$ cat config.mk
export PLATFORM = sky130hd
export DESIGN_NAME = phase_sequencer
export DESIGN_NICKNAME = d
export VERILOG_FILES = /design/src/rtl/phase_sequencer_pkg.sv /design/src/rtl/phase_sequencer_retire_counter.sv /design/src/rtl/phase_sequencer.sv
export SDC_FILE = /design/constraint.sdc
export NUM_CORES = 1
export LEC_CHECK = 0
export ABC_AREA = 0
export CAP_MARGIN = 20
export CORE_ASPECT_RATIO = 1.1
export CORE_UTILIZATION = 42
export DETAILED_ROUTE_END_ITERATION = 16
export PLACE_DENSITY = 0.85
export SYNTH_ARGS = -nofsm -noshare
export SYNTH_HDL_FRONTEND = slang
export SYNTH_SLANG_ARGS = --single-unit
$ cat constraint.sdc
create_clock -name clock -period 5.1 [get_ports clock]
set_input_delay 1.02 -clock clock [delete_from_list [all_inputs] [get_ports clock]]
set_output_delay 1.02 -clock clock [all_outputs]
set_load 0.1 [all_outputs]
$ cat src/rtl/phase_sequencer_pkg.sv
// Shared definitions for the phase sequencer and the datapath controller
// that decodes its one-hot phase output.
package phase_sequencer_pkg;

    // One-hot phase encodings; the controller decodes these same constants.
    localparam logic [3:0] PH_IDLE = 4'b0000;
    localparam logic [3:0] PH_IF   = 4'b0001;
    localparam logic [3:0] PH_DE   = 4'b0010;
    localparam logic [3:0] PH_EX   = 4'b0100;
    localparam logic [3:0] PH_WB   = 4'b1000;

    // Width of the PC and breakpoint address buses.
    localparam int PC_W = 32;

    // Sequencer operating modes.
    typedef enum logic [1:0] {
        MODE_IDLE  = 2'd0,
        MODE_RUN   = 2'd1,
        MODE_INST  = 2'd2,
        MODE_PHASE = 2'd3
    } modeT;

    // Rotate to the phase that follows the given one (IF->DE->EX->WB->IF).
    function automatic logic [3:0] nextPhase(input logic [3:0] phase);
        return {phase[2:0], phase[3]};
    endfunction

endpackage

$ cat src/rtl/phase_sequencer_retire_counter.sv
// retire_counter: free-running count of retired instructions. Advances once
// per enabled cycle and wraps from all-ones back to zero.
module retire_counter
    import phase_sequencer_pkg::*;
#(
    parameter int CNT_W = 32
) (
    input  logic             clock,
    input  logic             reset,
    input  logic             i_enable,
    output logic [CNT_W-1:0] o_count
);

    logic [CNT_W-1:0] r_count;

    // Count each enabled cycle; natural overflow gives the modulo wrap.
    always_ff @(posedge clock or negedge reset) begin
        if (!reset) begin
            r_count <= '0;
        end else if (i_enable) begin
            r_count <= r_count + CNT_W'(1);
        end
    end

    assign o_count = r_count;

endmodule

$ cat src/rtl/phase_sequencer.sv
// phase_sequencer: multicycle phase generator feeding the datapath
// controller. Issues IF/DE/EX/WB one cycle each under run, stop,
// instruction-step and phase-step control, and forces cstate to zero while
// paused so no strobe fires when the core is idle.
// Optional breakpoint halting is built when PHASE_SEQ_BREAK_EN is defined;
// otherwise pc/bp_addr/bp_valid are ignored and bp_hit is tied low.
module phase_sequencer
    import phase_sequencer_pkg::*;
#(
    parameter int CNT_W = 32
) (
    input  logic             clock,
    input  logic             reset,
    input  logic             run,
    input  logic             stop,
    input  logic             step_inst,
    input  logic             step_phase,
    input  logic [PC_W-1:0]  pc,
    input  logic [PC_W-1:0]  bp_addr,
    input  logic             bp_valid,
    output logic [3:0]       cstate,
    output logic             running,
    output logic             busy,
    output logic             retire,
    output logic [CNT_W-1:0] inst_count,
    output logic             bp_hit
);

    // Registered sequencer state. r_pend is the next phase to issue and is
    // never zero; r_cstate equals r_pend on every issuing cycle, else zero.
    modeT       r_mode;
    logic [3:0] r_pend;
    logic [3:0] r_cstate;
    logic       r_stopReq;

    logic       w_idle;
    logic       w_accept;
    logic       w_bpTrigger;
    logic [3:0] w_pendNext;

    assign w_idle     = (r_mode == MODE_IDLE);
    // Stop outranks every start pulse, so a stop in IDLE masks them all.
    assign w_accept   = w_idle && !stop && (run || step_inst || step_phase);
    assign w_pendNext = nextPhase(r_pend);

    // Main sequencer FSM: mode transitions, phase rotation and stop handling.
    always_ff @(posedge clock or negedge reset) begin
        if (!reset) begin
            r_mode    <= MODE_IDLE;
            r_pend    <= PH_IF;
            r_cstate  <= PH_IDLE;
            r_stopReq <= 1'b0;
        end else begin
            unique case (r_mode)
                MODE_IDLE: begin
                    r_stopReq <= 1'b0;
                    if (w_accept) begin
                        r_cstate <= r_pend;
                        if (run) begin
                            r_mode <= MODE_RUN;
                        end else if (step_inst) begin
                            r_mode <= MODE_INST;
                        end else begin
                            r_mode <= MODE_PHASE;
                        end
                    end
                end
                MODE_RUN: begin
                    if (w_bpTrigger) begin
                        // The IF just issued only reloads IR, so restarting at IF is safe.
                        r_mode    <= MODE_IDLE;
                        r_pend    <= PH_IF;
                        r_cstate  <= PH_IDLE;
                        r_stopReq <= 1'b0;
                    end else if ((r_cstate == PH_WB) && r_stopReq) begin
                        r_mode    <= MODE_IDLE;
                        r_pend    <= PH_IF;
                        r_cstate  <= PH_IDLE;
                        r_stopReq <= 1'b0;
                    end else begin
                        r_pend   <= w_pendNext;
                        r_cstate <= w_pendNext;
                        if (stop) begin
                            r_stopReq <= 1'b1;
                        end
                    end
                end
                MODE_INST: begin
                    if (r_cstate == PH_WB) begin
                        r_mode   <= MODE_IDLE;
                        r_pend   <= PH_IF;
                        r_cstate <= PH_IDLE;
                    end else begin
                        r_pend   <= w_pendNext;
                        r_cstate <= w_pendNext;
                    end
                end
                MODE_PHASE: begin
                    // Keep the partially executed instruction parked in r_pend.
                    r_mode   <= MODE_IDLE;
                    r_pend   <= w_pendNext;
                    r_cstate <= PH_IDLE;
                end
                default: begin
                    r_mode   <= MODE_IDLE;
                    r_pend   <= PH_IF;
                    r_cstate <= PH_IDLE;
                end
            endcase
        end
    end

`ifdef PHASE_SEQ_BREAK_EN
    logic r_firstAfterResume;
    logic r_bpHit;

    // Only the IF of an instruction fetched in RUN mode can hit, and never
    // the very first IF after a resume, so continuing from a breakpoint works.
    assign w_bpTrigger = (r_mode == MODE_RUN) && (r_cstate == PH_IF) && bp_valid
                         && (pc == bp_addr) && !r_firstAfterResume;

    // Track the resume window and the sticky breakpoint flag.
    always_ff @(posedge clock or negedge reset) begin
        if (!reset) begin
            r_firstAfterResume <= 1'b0;
            r_bpHit            <= 1'b0;
        end else begin
            if (w_accept) begin
                r_firstAfterResume <= 1'b1;
                r_bpHit            <= 1'b0;
            end else if (r_cstate == PH_IF) begin
                r_firstAfterResume <= 1'b0;
            end
            if (w_bpTrigger) begin
                r_bpHit <= 1'b1;
            end
        end
    end

    assign bp_hit = r_bpHit;
`else
    logic w_unusedBreakInputs;

    assign w_unusedBreakInputs = ^{pc, bp_addr, bp_valid};
    assign w_bpTrigger         = 1'b0;
    assign bp_hit              = 1'b0;
`endif

    retire_counter #(
        .CNT_W(CNT_W)
    ) u_retireCounter (
        .clock   (clock),
        .reset   (reset),
        .i_enable(retire),
        .o_count (inst_count)
    );

    assign cstate  = r_cstate;
    assign running = (r_mode == MODE_RUN);
    assign busy    = (r_pend != PH_IF) || (r_cstate != PH_IDLE);
    assign retire  = (r_cstate == PH_WB);

    // The pending phase is always exactly one legal phase.
    apPendOneHot: assert property (@(posedge clock) disable iff (!reset)
        $onehot(r_pend));

    // Whatever appears on cstate is the pending phase, or nothing.
    apIssueMatchesPend: assert property (@(posedge clock) disable iff (!reset)
        (r_cstate == PH_IDLE) || (r_cstate == r_pend));

    // A paused core never drives a phase.
    apIdleQuiet: assert property (@(posedge clock) disable iff (!reset)
        (r_mode == MODE_IDLE) |-> (r_cstate == PH_IDLE));

endmodule

# Yosys cells after proc, flatten, opt, wreduce, memory -nomap -nowiden
# Index checks and enable logic that the tools add are counted.
# op_classes
mux,16
magnitude_cmp,0
reduce_logical,13
n_div,0
eq_ne,9
addsub,1
n_shift,0
n_bitwise,0
n_mul,0
# op_table
cell,n
32-bit by 1-bit adder with 32-bit output (second input constant),1
4-bit 2-to-1 mux,5
4-bit case mux with 4 select lines,1
4-bit case mux with 3 select lines,1
2-bit 2-to-1 mux,4
2-bit case mux with 4 select lines,1
2-bit equality test (second input constant),2
4-bit equality test (second input constant),1
2-bit by 1-bit != test with 1-bit output (second input constant),2
4-bit by 1-bit != test with 1-bit output (second input constant),1
4-bit nonzero test,1
1-bit logical AND,3
1-bit logical OR,3
1-bit 2-to-1 mux,3
3-bit by 2-bit != test with 1-bit output (second input constant),1
3-bit AND reduction,1
3-bit nonzero test,1
2-bit by 1-bit equality test with 1-bit output (second input constant),1
2-bit zero test,1
2-bit != test (second input constant),1
1-bit case mux with 2 select lines,1
2-bit AND reduction,1
2-bit nonzero test,1
1-bit zero test,1
# word_totals
inputBits,71
rom_bits,0
output_inout_bits,40
reg_bits,43
mem_count,0
latch_bits,0
elab_cells,44
ramBits,0

# Longest topological paths before layout
# Gate-level depths: netlist (run 1).
# logic_depth
depth_word,5
depth_mapped,6
mapped_depth_nobuf,5

# Modules after synthesis
# From an unflattened synthesis (run 1), not the netlist that was laid out.
# unflattened
cells_unflattened,197
hier_area_um2,2103.3
# by_module_without_submodules
module,n_inst,seq_area_each_um2,area_per_inst_um2,cells_each
retire_counter,1,800.8,1448.9,123
phase_sequencer,1,276.5,654.4,74

# Worst setup path before layout (run 1)
# No wires, ideal clock.
# synth_path
path_kind,register to output
startpoint,"register r_cstate[3], in the netlist cstate[3]"
endpoint,output retire
n_path_buf,1
path_stages_with_launch,4
t_arrival_ps,2411
required_ps,4080
setup_slack_ps,1669
cell_sequence,dfrtp_1 -> or4b_4 -> clkbuf_1 -> inv_1
# synth_via
elab_chain_len,1
# synth_lines
element,line_no,text
start: declaration,phase_sequencer.sv:33,logic [3:0] r_cstate;
start signal: assignment,phase_sequencer.sv:58,r_cstate <= r_pend;
start signal: assignment,phase_sequencer.sv:82,r_cstate <= w_pendNext;
start signal: assignment,phase_sequencer.sv:95,r_cstate <= w_pendNext;
4-bit equality test,phase_sequencer.sv:161,assign retire = (r_cstate == PH_WB);
end: declaration,phase_sequencer.sv:24,"output logic retire,"
# Every way passes these cells.

# Worst setup path in the final report (run 1)
# layout_path
startpoint,"register r_cstate[1], in the netlist cstate[1]"
endpoint,output retire
# Same word-level chain as after synthesis.

==> impl_metrics.ini, run 1 <==
[yosys]
synth_compound_area_share_pct = 6.28
muxShareOfSynthArea_pct = 1.90
yosysTopAreaCell = dfrtp_1
synth_top_family_by_area = simple AND/OR/NAND/NOR gates
syn_inst = 196
yosysMostFrequentCell = dfrtp_1
synth_seq_cells = 43
synth.area.top_cells = dfrtp_1 50%, xnor2_1 10%, nand4_1 4.4%
synthXorXnorAreaFrac_pct = 13.2
syn_area_mm2 = 0.00211
synth_flop_cell = dfrtp_1
yosysSeqAreaShare_pct = 51.0
synth_fa_ha_area_share_pct = 0.592
synth-simple-area-share_pct = 25.0
synthArstFlopShare_pct = 100
yosysTopAreaCellShare_pct = 49.8
synth.avg_cell_area_um2 = 10.8
ys_top_cells_by_count = 42 x dfrtp_1, 24 x xnor2_1, 21 x nand2_1
synth_nets = 268
synth-edff-count = 0
ys_types = 39
yosysWarnings = 0

[power]
p_per_area_mw_per_mm2 = 478
p_leak_uw = 0.00112
irDropWorstVdd_mv = 0.480

[final_layout]
final_nets = 314
regArea_mm2 = 0.00108
antenna_cells = 0
final_area_mm2 = 0.00271
fill_cells = 421
drive_gt1_share_pct = 9.05
syn_to_final_growth_pct = 28.1
multi_input_area_um2 = 996
stdcell_count = 299
fin_util_pct = 57.0

[clocking]
cts_max_level = 2
post_cts_buffers = 0
cts_root_buf = clkbuf_8
numCtsBuffers = 5
cts_tree = yes
cts_max_path_buffers = 2
clkTransAtPathRegs_ps = 90
hold_buffers = 0
clkLatencyLatePin_ps = 300
cts-resized-gates = 0
numClockSinks = 43

[critical_path]
crit_arrival_ps = 2700
worstPathMaxFanout = 12
crit_path_max_incr_delay_ps = 1160
path_cells = or4b_4 > inv_1 > clkdlybuf4s50_1
cp-start-kind = flip-flop
critical_path_class = flip-flop to primary output
endpoint_kind = primary output
crit_slowest_cell = clkdlybuf4s50_1
required_ps = 4080

[grt]
grt_usage_pct = 17.6
grt_start_max_net_pins = 44
grt_pass1_wl_um = 7520
grt_overflow = 0
antenna_found_initial = 0
grt_pass1_vias = 1610

[die]
die_y_um = 76.4
initial_core_util_pct = 44.5
fp.dieW_um = 69.6
core_area_mm2 = 0.00475
num_rows = 26
fp.dieArea_mm2 = 0.00532
pin_count = 111

[sta]
final.setup_skew_ps = 14.0
max_freq_mhz = 269
finalSetupViolations = 0
hold_viol = 0
layout_setup_ws_ps = 1380
period_share_pct = 73.0
slew_violations = 0
finalSetupTns_ps = 0
rsz0062_at_grt = false
tightestPinTransition_ps = 993
relSlewSlack_pct = 33.6
fin_crit_ps = 3720

[drt]
ant_nets = 0
drc_errors = 0
dr.pass1.iters = 4
viasPerCell = 5.56
drtIter0Drc = 52
drt-total-wl_um = 4460
wl_per_cell_um = 14.9
vias = 1663

[placement]
io_buffers = 44
place_ws_ps = 1700
gp_congestion = 0.812
place_area_mm2 = 0.00259
place_inst = 291
dp_hpwl_um = 3140

[run]
drv_cap = 0

[run_status]
status = completed

[worst_hold_path]
hold_class = flip-flop to flip-flop
layout by cell type (no fill, tap or decap), types with 2 or more instances in the layout:
cell,netlist,routed
clkdlybuf4s50_1,0,43
dfrtp_1,42,42
xnor2_1,24,24
nand2_1,21,21
nand4_1,15,15
nor2_1,12,12
nand3_1,10,10
xor2_1,6,6
nor3_1,5,5
o2bb2ai_1,5,5
clkbuf_8,0,5
inv_1,4,4
mux2i_1,4,4
and2_1,4,4
and3_1,3,3
a32oi_1,3,3
o21ai_0,3,3
nor2b_1,2,2
or3_1,2,2
or4_1,2,2
a21oi_1,2,2
or4_4,2,2
and4_1,2,2
nor3_2,2,2
nor4_2,2,2
a22o_1,2,2
worst paths after layout:
path                                             start  slack, ps                     endpoint  cells after the start
max                                          cstate[1]       1380                       retire                      3
min                        u_retireCounter.o_count[31]        480  u_retireCounter.o_count[31]                      1
max reg2reg                                  cstate[1]       2880  u_retireCounter.o_count[27]                      4
min reg2reg                u_retireCounter.o_count[31]        480  u_retireCounter.o_count[31]                      1
max in group asynchronous                        reset       3660   u_retireCounter.o_count[5]                      1
min in group asynchronous                        reset        860  u_retireCounter.o_count[28]                      1
critical path: cells and delay by family (launching register included):
| kind | cells | cell delay, ps |
|---|---|---|
| buffers and inverters | 2 | 1340 |
| AND/OR/NAND/NOR | 1 | 660 |
| flip-flops | 1 | 410 |
cell families (layout without fill, tap and decap cells):
group                    after synthesis  in the layout
XOR/XNOR                              31             31
other                                  1              1
buffers and inverters                  9             56
AND/OR/NAND/NOR                       90             90
adder cells (fa/ha/maj)                1              1
AO/OA/AOI/OAI                         17             17
multiplexers                           4              4
flip-flops                            43             43
per-layer routing:
layer / routed length [µm] / part of all wire [%] / global-route usage [%]
met4: 46 / 1.0 / 5.40
met5: 0 / 0 / 0
met3: 176 / 3.9 / 4.23
met1: 1890 / 42 / 20.9
met2: 2350 / 53 / 31.3
area by class of cell:
| cell class | count | share of cell area, % |
|---|---|---|
| sequential | 43 | 39.8 |
| multi-input combinational | 144 | 36.8 |
| timing repair buffer | 44 | 16.1 |
| tap | 56 | 2.59 |
| clock buffer | 5 | 2.54 |
| clock inverter | 3 | 1.62 |
| inverter | 4 | 0.555 |
power by group:
part | internal (µW) | switching (µW) | leakage, µW
Clock | 146 | 122 | 0.0000581
Combinational | 150 | 392 | 0.000480
Sequential | 399 | 83.6 | 0.000581
metrics by stage:
step	total power [µW]	hold WS [ps]
after floorplan	903	516
after global placement	1020	454
after detailed placement	1030	485
after CTS	1300	498
after global routing	1360	502
final	1290	483
sequential cells by signal, summed over array words and instances, names as in the netlist:
name and flops:
u_retireCounter.o_count 32, r_mode 2, cstate 4, r_stopReq 1, r_pend 4
Note: power is estimated with default switching activity, not from simulation.
==> run 2: changes to the inputs <==
--- a/config.mk
+++ b/config.mk
@@ -8,9 +8,9 @@
 export ABC_AREA = 0
 export CAP_MARGIN = 20
 export CORE_ASPECT_RATIO = 1.1
-export CORE_UTILIZATION = 42
+export CORE_UTILIZATION = 39
 export DETAILED_ROUTE_END_ITERATION = 16
-export PLACE_DENSITY = 0.85
+export PLACE_DENSITY = 0.8
 export SYNTH_ARGS = -nofsm -noshare
 export SYNTH_HDL_FRONTEND = slang
 export SYNTH_SLANG_ARGS = --single-unit
==> constraint.sdc (replaced) <==
create_clock -name clock -period 3.82 [get_ports clock]
set_input_delay 0.764 -clock clock [delete_from_list [all_inputs] [get_ports clock]]
set_output_delay 0.764 -clock clock [all_outputs]
set_load 0.1 [all_outputs]
==> run 2 against run 1 <==
Count of clock-buffer cells in the layout increased by 3. Sequential share of layout area barely moved. Cell area about the same. Clock skew fell by 11 ps. Critical path depth grew 1. Combinational power increased by 32%. Clock power up 19%. Worst hold slack better by 3.9 ps. First-iteration DRC count is 25% higher. Routed wire length down 2.5%. Register-to-register slack worse by 1300 ps.
==> impl_metrics.ini, run 2 (same netlist as run 1, synthesis figures left out) <==
[clocking]
cts_tree = yes
cts_max_path_buffers = 2
numCtsBuffers = 5
cts-resized-gates = 0
numClockSinks = 43
clkLatencyLatePin_ps = 290
cts_max_level = 2
post_cts_buffers = 0
cts_root_buf = clkbuf_8
clkTransAtPathRegs_ps = 80
hold_buffers = 0

[die]
die_y_um = 79.2
num_rows = 27
core_area_mm2 = 0.00510
pin_count = 111
fp.dieW_um = 72.2
fp.dieArea_mm2 = 0.00571
initial_core_util_pct = 41.4

[final_layout]
fill_cells = 462
stdcell_count = 315
final_area_mm2 = 0.00271
syn_to_final_growth_pct = 28.3
final_common_cell = dfrtp_1
final_cell_mix = 42 x dfrtp_1, 41 x clkdlybuf4s50_1, 24 x xnor2_1
largest_reg_flops = 32
drive_gt1_share_pct = 9.47
antenna_cells = 0
final_nets = 314

[sta]
fin_crit_ps = 3200
rsz0062_at_grt = false
hold_viol = 0
finalSetupTns_ps = 0
finalSetupViolations = 0
final.setup_skew_ps = 3.38
fin_hold_ws_ps = 487
layout_setup_ws_ps = 615
period_share_pct = 83.9
slew_violations = 0
relSlewSlack_pct = 34.9
tightestPinTransition_ps = 974
max_freq_mhz = 312

[drt]
viasPerCell = 5.22
drtIter0Drc = 65
ant_nets = 0
vias = 1643
dr.pass1.iters = 4
wl_per_cell_um = 13.8
drc_errors = 0
drt-total-wl_um = 4350

[grt]
grt_pass1_wl_um = 7370
met1_usage_pct = 20.3
met2_usage_pct = 28.4
use_met3_pct = 3.93
grt_pass1_vias = 1627
busiest_layer = met2
grt_start_max_net_pins = 44
grt_usage_pct = 16.6
grt_overflow = 0
antenna_found_initial = 0

[worst_hold_path]
hold_class = flip-flop to flip-flop

[power]
irDropWorstVdd_mv = 0.535
share_seq_of_total_power_pct = 38.3
p_leak_uw = 0.00112
power.share.combinational_pct = 42.7
p_per_area_mw_per_mm2 = 619
p_int_uw = 895
sw_frac_of_total_pct = 46.6
p_switching_uw = 782
pwr-share-clk_pct = 19.0

[critical_path]
r2r_setup_slack_ps = 1580
r2r_cells = 4
endpoint_kind = primary output
required_ps = 3060
cp-start-kind = flip-flop
r2r-start = cstate[1]
cp-endpoint = busy
critical_path_class = flip-flop to primary output
critPathLaunch = r_pend[1]
worstPathMaxFanout = 6
crit_arrival_ps = 2440
r2r-end = u_retireCounter.o_count[23]

[placement]
place_ws_ps = 958
place_inst = 307
io_buffers = 44
dp_hpwl_um = 3140
gp_congestion = 0.789
place_area_mm2 = 0.00261

[run_status]
status = completed

[run]
drv_cap = 0
## run 2: per-stage QoR
step	total power (µW)	utilization [%]
finish	1680	53.1
global route	1750	53.1
CTS	1690	53.1
detailed placement	1370	51.1
global placement	1360	51.1
floorplan	1210	-
## run 2: layout make-up
type | instances | area, µm² | share of cell area [%]
Inverter | 4 | 15.0 | 0.554
Clock buffer | 8 | 100 | 3.70
Multi-Input combinational cell | 144 | 996 | 36.8
Tap cell | 72 | 90.1 | 3.33
Timing Repair Buffer | 44 | 430 | 15.9
Sequential cell | 43 | 1080 | 39.8
## run 2: worst min-delay path by stage
stage,from,slack (ps),end,cells past startpoint
3_3_place_gp,u_retireCounter.o_count[31],450,u_retireCounter.o_count[31],1
2_1_floorplan,reset,470,cstate[0],0
4_1_cts,u_retireCounter.o_count[29],500,u_retireCounter.o_count[29],1
6_report,u_retireCounter.o_count[31],490,u_retireCounter.o_count[31],1
3_5_place_dp,u_retireCounter.o_count[29],480,u_retireCounter.o_count[29],1
5_1_grt,u_retireCounter.o_count[31],510,u_retireCounter.o_count[31],1
## run 2: power by group through the flow
stage	Clock (µW)	Combinational [µW]	Sequential, µW
4_1_cts	325	720	641
2_1_floorplan	0	334	872
3_3_place_gp	0	711	648
5_1_grt	343	755	655
6_report	319	717	642
3_5_place_dp	0	718	649
## run 2: per-layer routing
layer / share of wire, % / up-vias
li1: - / 788
met1: 45 / 804
met2: 50 / 46
met3: 4.1 / 5
met4: 1.2 / 0
met5: 0 / -
## run 2: critical path, cell delays in order, from the launching register on
cell and delay, ps:
dfrtp_1 450, or4_1 550, nor2_1 110, nand2_1 70, clkdlybuf4s50_1 960
